===== config.mk =====
export PLATFORM = sky130hd
export DESIGN_NAME = board_io_adapter
export DESIGN_NICKNAME = d
export VERILOG_FILES = /design/src/rtl/board_io_adapter.sv
export SDC_FILE = /design/constraint.sdc
export NUM_CORES = 1
export LEC_CHECK = 0
export CORE_UTILIZATION = 40
export DETAILED_ROUTE_END_ITERATION = 10
export PLACE_DENSITY = 0.68
export SLEW_MARGIN = 20
export SYNTH_ARGS = -nofsm -noshare
export SYNTH_HDL_FRONTEND = slang
export SYNTH_SLANG_ARGS = --single-unit

===== constraint.sdc =====
create_clock -name clk_i -period 1.6 [get_ports clk_i]
set_input_delay 0.4 -clock clk_i [delete_from_list [all_inputs] [get_ports clk_i]]
set_output_delay 0.4 -clock clk_i [all_outputs]
set_load 0.02 [all_outputs]

===== src/rtl/board_io_adapter.sv =====
// board_io_adapter: board-level I/O front end.
// Debounces raw key pins, drives LEDs with per-LED PWM brightness and
// reduces the internal pixel colour depth to the board's depth with optional
// 4x4 ordered dithering. Single clock domain, synchronous active-high reset,
// every output registered.
module board_io_adapter #(
    parameter int unsigned KEYS_W          = 3,
    parameter int unsigned LEDS_W          = 2,
    parameter bit          KEY_ACTIVE_LOW  = 1'b1,
    parameter bit          LED_ACTIVE_LOW  = 1'b0,
    parameter int unsigned DEBOUNCE_CYCLES = 250000,
    parameter int unsigned PWM_W           = 8,
    parameter int unsigned COLOR_W         = 8,
    parameter int unsigned OUT_COLOR_W     = 8,
    parameter bit          DITHER_EN       = 1'b1
) (
    input  logic                       clk_i,
    input  logic                       rst_i,
    input  logic [KEYS_W-1:0]          keys_raw_i,
    output logic [KEYS_W-1:0]          key_o,
    output logic [KEYS_W-1:0]          key_press_o,
    output logic [KEYS_W-1:0]          key_release_o,
    input  logic [LEDS_W*PWM_W-1:0]    led_duty_i,
    output logic [LEDS_W-1:0]          led_o,
    input  logic [3*COLOR_W-1:0]       pixel_rgb_i,
    input  logic                       pixel_valid_i,
    input  logic [1:0]                 pixel_x_i,
    input  logic [1:0]                 pixel_y_i,
    output logic [3*OUT_COLOR_W-1:0]   rgb_o,
    output logic                       rgb_valid_o
);

    // ------------------------------------------------------------------
    // Parameter sanity
    // ------------------------------------------------------------------
    if (OUT_COLOR_W > COLOR_W || OUT_COLOR_W < 1 || DEBOUNCE_CYCLES < 2) begin : g_bad_params
        $error("board_io_adapter: need 1 <= OUT_COLOR_W <= COLOR_W and DEBOUNCE_CYCLES >= 2");
    end

    localparam int unsigned       CNT_W        = $clog2(DEBOUNCE_CYCLES);
    localparam logic [CNT_W-1:0]  CNT_LAST     = CNT_W'(DEBOUNCE_CYCLES - 1);
    localparam logic [KEYS_W-1:0] KEY_RELEASED = {KEYS_W{KEY_ACTIVE_LOW}};
    localparam logic [LEDS_W-1:0] LED_IDLE     = {LEDS_W{LED_ACTIVE_LOW}};
    localparam int unsigned       DROP         = COLOR_W - OUT_COLOR_W;

    // 4x4 Bayer threshold matrix, row-major, indexed by {y[1:0], x[1:0]}
    localparam logic [3:0] BAYER [16] = '{
        4'd0,  4'd8,  4'd2,  4'd10,
        4'd12, 4'd4,  4'd14, 4'd6,
        4'd3,  4'd11, 4'd1,  4'd9,
        4'd15, 4'd7,  4'd13, 4'd5
    };

    // ------------------------------------------------------------------
    // Key path
    // ------------------------------------------------------------------
    logic [KEYS_W-1:0] sync1_q, sync2_q;
    logic [KEYS_W-1:0] key_q, key_d;
    logic [KEYS_W-1:0] press_q, press_d;
    logic [KEYS_W-1:0] release_q, release_d;
    logic [CNT_W-1:0]  cnt_q [KEYS_W];
    logic [CNT_W-1:0]  cnt_d [KEYS_W];
    logic [KEYS_W-1:0] key_s;

    // Debounce: count consecutive samples disagreeing with key_q, flip after DEBOUNCE_CYCLES
    always_comb begin
        key_s     = sync2_q ^ KEY_RELEASED;
        key_d     = key_q;
        press_d   = '0;
        release_d = '0;
        for (int unsigned k = 0; k < KEYS_W; k++) begin
            cnt_d[k] = '0;
            if (key_s[k] != key_q[k]) begin
                if (cnt_q[k] == CNT_LAST) begin
                    key_d[k]     = key_s[k];
                    press_d[k]   = key_s[k];
                    release_d[k] = ~key_s[k];
                end else begin
                    cnt_d[k] = cnt_q[k] + 1'b1;
                end
            end
        end
    end

    // Synchroniser, debounce counters and debounced key state
    always_ff @(posedge clk_i) begin
        if (rst_i) begin
            sync1_q   <= KEY_RELEASED;
            sync2_q   <= KEY_RELEASED;
            key_q     <= '0;
            press_q   <= '0;
            release_q <= '0;
            cnt_q     <= '{default: '0};
        end else begin
            sync1_q   <= keys_raw_i;
            sync2_q   <= sync1_q;
            key_q     <= key_d;
            press_q   <= press_d;
            release_q <= release_d;
            cnt_q     <= cnt_d;
        end
    end

    assign key_o         = key_q;
    assign key_press_o   = press_q;
    assign key_release_o = release_q;

    // ------------------------------------------------------------------
    // LED PWM path
    // ------------------------------------------------------------------
    logic [PWM_W-1:0]  pwm_q, pwm_d;
    logic [LEDS_W-1:0] led_q, led_d;

    // Compare the free-running counter against each duty, then apply pin polarity
    always_comb begin
        pwm_d = pwm_q + 1'b1;
        led_d = LED_IDLE;
        for (int unsigned j = 0; j < LEDS_W; j++) begin
            led_d[j] = (pwm_q < led_duty_i[j*PWM_W +: PWM_W]) ^ LED_ACTIVE_LOW;
        end
    end

    // PWM counter and LED pin registers
    always_ff @(posedge clk_i) begin
        if (rst_i) begin
            pwm_q <= '0;
            led_q <= LED_IDLE;
        end else begin
            pwm_q <= pwm_d;
            led_q <= led_d;
        end
    end

    assign led_o = led_q;

    // ------------------------------------------------------------------
    // Colour path
    // ------------------------------------------------------------------
    logic [3:0]                bayer_t;
    logic [COLOR_W:0]          t_raw;
    logic [COLOR_W:0]          t_scaled;
    logic [COLOR_W:0]          sum_w [3];
    logic [COLOR_W-1:0]        sat_w [3];
    logic [3*OUT_COLOR_W-1:0]  rgb_q, rgb_d;
    logic                      rgb_valid_q;

    assign bayer_t = BAYER[{pixel_y_i, pixel_x_i}];

    // Pass-through needs no separate branch: with DROP == 0 the threshold
    // shifts down to zero and the add/saturate/truncate chain is the identity.
    if (DROP >= 4) begin : g_scale_up
        assign t_raw = (COLOR_W + 1)'(bayer_t) << (DROP - 4);
    end else begin : g_scale_down
        logic [3:0] t_dn;
        assign t_dn  = bayer_t >> (4 - DROP);
        assign t_raw = (COLOR_W + 1)'(t_dn);
    end

    assign t_scaled = DITHER_EN ? t_raw : '0;

    // Per channel: add threshold, saturate, keep the top OUT_COLOR_W bits; blank outside active video
    always_comb begin
        rgb_d = '0;
        for (int unsigned ch = 0; ch < 3; ch++) begin
            sum_w[ch] = {1'b0, pixel_rgb_i[ch*COLOR_W +: COLOR_W]} + t_scaled;
            sat_w[ch] = sum_w[ch][COLOR_W] ? '1 : sum_w[ch][COLOR_W-1:0];
            rgb_d[ch*OUT_COLOR_W +: OUT_COLOR_W] = sat_w[ch][COLOR_W-1 -: OUT_COLOR_W];
        end
        if (!pixel_valid_i) begin
            rgb_d = '0;
        end
    end

    // Output colour and valid registers
    always_ff @(posedge clk_i) begin
        if (rst_i) begin
            rgb_q       <= '0;
            rgb_valid_q <= 1'b0;
        end else begin
            rgb_q       <= rgb_d;
            rgb_valid_q <= pixel_valid_i;
        end
    end

    assign rgb_o       = rgb_q;
    assign rgb_valid_o = rgb_valid_q;

endmodule


==> reports/results.txt, run 1 <==
largest net degree at the start of global routing: 26
# port buffers: 81
DRC: 0
Async SR Flop Fraction: 0%
die height: 106 um
Final #Nets: 666
setup TNS: 0 ns
Initial DRC Count: 97
Syn Area/Cell: 9.47 um2
drt first pass iters: 4
dpl cells: 721
area grow syn2layout: 41.3%
Mapped Nets: 522
die area: 0.0112 mm2
Initial Util: 41.5%
Synth Instances: 454
CTS sink count: 104
Total GRT Usage: 16.8%
Cell Rows: 37
vias in the first global route: 3442
crit path capture type: flip-flop
Final Hold Vio Count: 0
Max H-tree Level: 3
# IOs: 86
initial antenna violation count: 0
YS warnings: 0
Slew Limit Fails: 0
layout cells sized above 1: 22.6%
critical path peak fanout: 3
Post-DRT Antenna Nets: 0
Yosys reg bits: 104
Slew @ Worst Pin: 0.633 ns
Post-synth top cells: 104 x dfxtp_1, 70 x nor2_1, 37 x xnor2_1, 25 x inv_1, 24 x and2_1
Setup violations, final: 0
top cell type's share of synthesized area: 48.4%
WP data required: 1.90 ns
placed inst area: 0.00575 mm2
CTS tree: yes
HPWL after detailed placement: 6650 um
Avg WL per Cell: 12.3 um
CTS buffer count: 9
die width: 106 um
post-synthesis sequential area ratio: 48.4%
Worst-path clk slew: 0.10 ns
Via density: 4.82
PwrDens: 746 mW/mm2
Vias: 3560
max_cap viols: 0
cell taking the most area after synthesis: dfxtp_1
cell area after synthesis: 0.00430 mm2
Max Root-Sink Buffers: 2
Lkg Pwr: 2.39 nW
Ant. Diodes: 0
top post-synthesis cells by area: dfxtp_1 48%, xnor2_1 7.5%, nor2_1 6.1%
first-pass GRT wire length: 15200 um
grt total ovfl: 0
Critical Path AT: 1.88 ns
worst hold margin: 0.412 ns
EDFF count, synth: 0
min cycle time layout: 1.58 ns
Yosys cell types: 39
Design Area, Final: 0.00608 mm2
Rel. slew slack: 57.6%
core area: 0.0104 mm2
fillers: 935
status: complete, no violations
Most used DFF post-synth: dfxtp_1
Clk Latency, worst-skew pair: 0.36 ns
routability cong.: 0.826
hold buffer count at CTS: 0
Non-Filler Instances: 739
Final period util: 98.8%
startpoint types: flip-flop
VDD IR max: 0.000547 V
final clock skew: 0.00896 ns
worst reg2reg setup slack: 0.02 ns
kind of critical path: flip-flop to flip-flop
RSZ-0062 raised after global routing: true
Root Driver: clkbuf_8
drt total wl: 9070 um
min-delay worst type: flip-flop to flip-flop
f_max: 0.632 GHz
most frequent cell after synthesis: dfxtp_1
## worst max-delay path, cell delays in order, from the launching register on
cell and delay, ns:
dfxtp_4 0.38, ha_4 0.14, nand3_4 0.08, or4_4 0.49
or3_1 0.31, a21oi_1 0.12
## metrics by stage
step	total power [mW]	setup slack, ns	util, %
2_1_floorplan	2.85	-0.0576	-
3_3_place_gp	3.05	-0.443	55.5
3_5_place_dp	3.05	-0.455	55.5
4_1_cts	4.59	-0.0137	57.6
5_1_grt	4.75	-0.0318	58.6
6_report	4.53	0.0186	58.6
## worst paths after layout
check,start,end,cells past startpoint
max,cnt_q[37],cnt_q[52],5
min,sync1_q[1],sync2_q[1],1
max reg2reg,cnt_q[37],cnt_q[52],5
min reg2reg,sync1_q[1],sync2_q[1],1
## cell type report
cell class                 instances  area, um2  share of cell area (%)
multi-input combinational        314       2260                    37.2
sequential                       104       2110                    34.7
timing repair buffer             144       1260                    20.7
tap                              136        170                    2.80
clock buffer                       9        124                    2.04
inverter                          25       93.8                    1.54
clock inverter                     7       62.6                    1.03
## routing by layer
layer	GRT usage (%)	share of wire (%)	up-vias
met5	0	0	-
met3	4.95	5.3	10
met4	5.16	1.1	0
li1	-	-	1840
met1	20.2	46	1639
met2	28.9	48	71
## placed cells by master (no fill, tap or decap), drive strengths merged, types with 8 or more instances in the layout
| cell type | n |
|---|---|
| nand3 | 24 |
| nand2 | 13 |
| or4 | 8 |
| a21oi | 8 |
| ha | 18 |
| buf | 63 |
| inv | 29 |
| nor4 | 19 |
| nor2 | 70 |
| xnor2 | 37 |
| clkdlybuf4s50 | 45 |
| and2 | 24 |
| or2 | 9 |
| nor3 | 9 |
| clkbuf | 9 |
| xor2 | 14 |
| dlygate4sd2 | 35 |
| nand4 | 13 |
| dfxtp | 104 |
## cells by family (layout without fill, tap and decap cells)
group	count (synthesis)	after routing	share of synthesized area, %
AOI/OAI and AO/OA	27	27	5.06
xor gates and xnor gates	51	51	10.4
adders and majority gates	18	18	5.24
buffers and inverters	36	185	3.38
DFF	104	104	48.4
muxes	3	3	0.756
and+or+nand+nor	215	215	26.8
## power breakdown
group	leakage (nW)	switching, mW	total [mW]	internal [mW]
clock network	0.0927	0.956	1.56	0.600
registers	0.854	0.0199	2.65	2.63
logic	1.44	0.133	0.329	0.195
## flip-flops by register name, indices dropped and copies added, names as in the netlist
name	count
pwm_q	8
led_o	2
cnt_q	54
sync2_q	3
sync1_q	3
rgb_o	24
key_press_o	3
key_o	3
rgb_valid_o	1
key_release_o	3
## timing repair
item	CTS	global route
resized for setup	54	28
setup buffers	1	1
pin swaps	6	11
endpoints found under the setup margin	80	47
cloned	0	0
Power figures use the tool's default switching activity.
==> inputs of run 2 (changes only) <==
--- a/config.mk
+++ b/config.mk
@@ -8,7 +8,6 @@
 export CORE_UTILIZATION = 40
 export DETAILED_ROUTE_END_ITERATION = 10
 export PLACE_DENSITY = 0.68
-export SLEW_MARGIN = 20
 export SYNTH_ARGS = -nofsm -noshare
 export SYNTH_HDL_FRONTEND = slang
 export SYNTH_SLANG_ARGS = --single-unit
==> results of run 2 <==
Same layout as run 1: the final DEF is identical, and so are final timing and power.
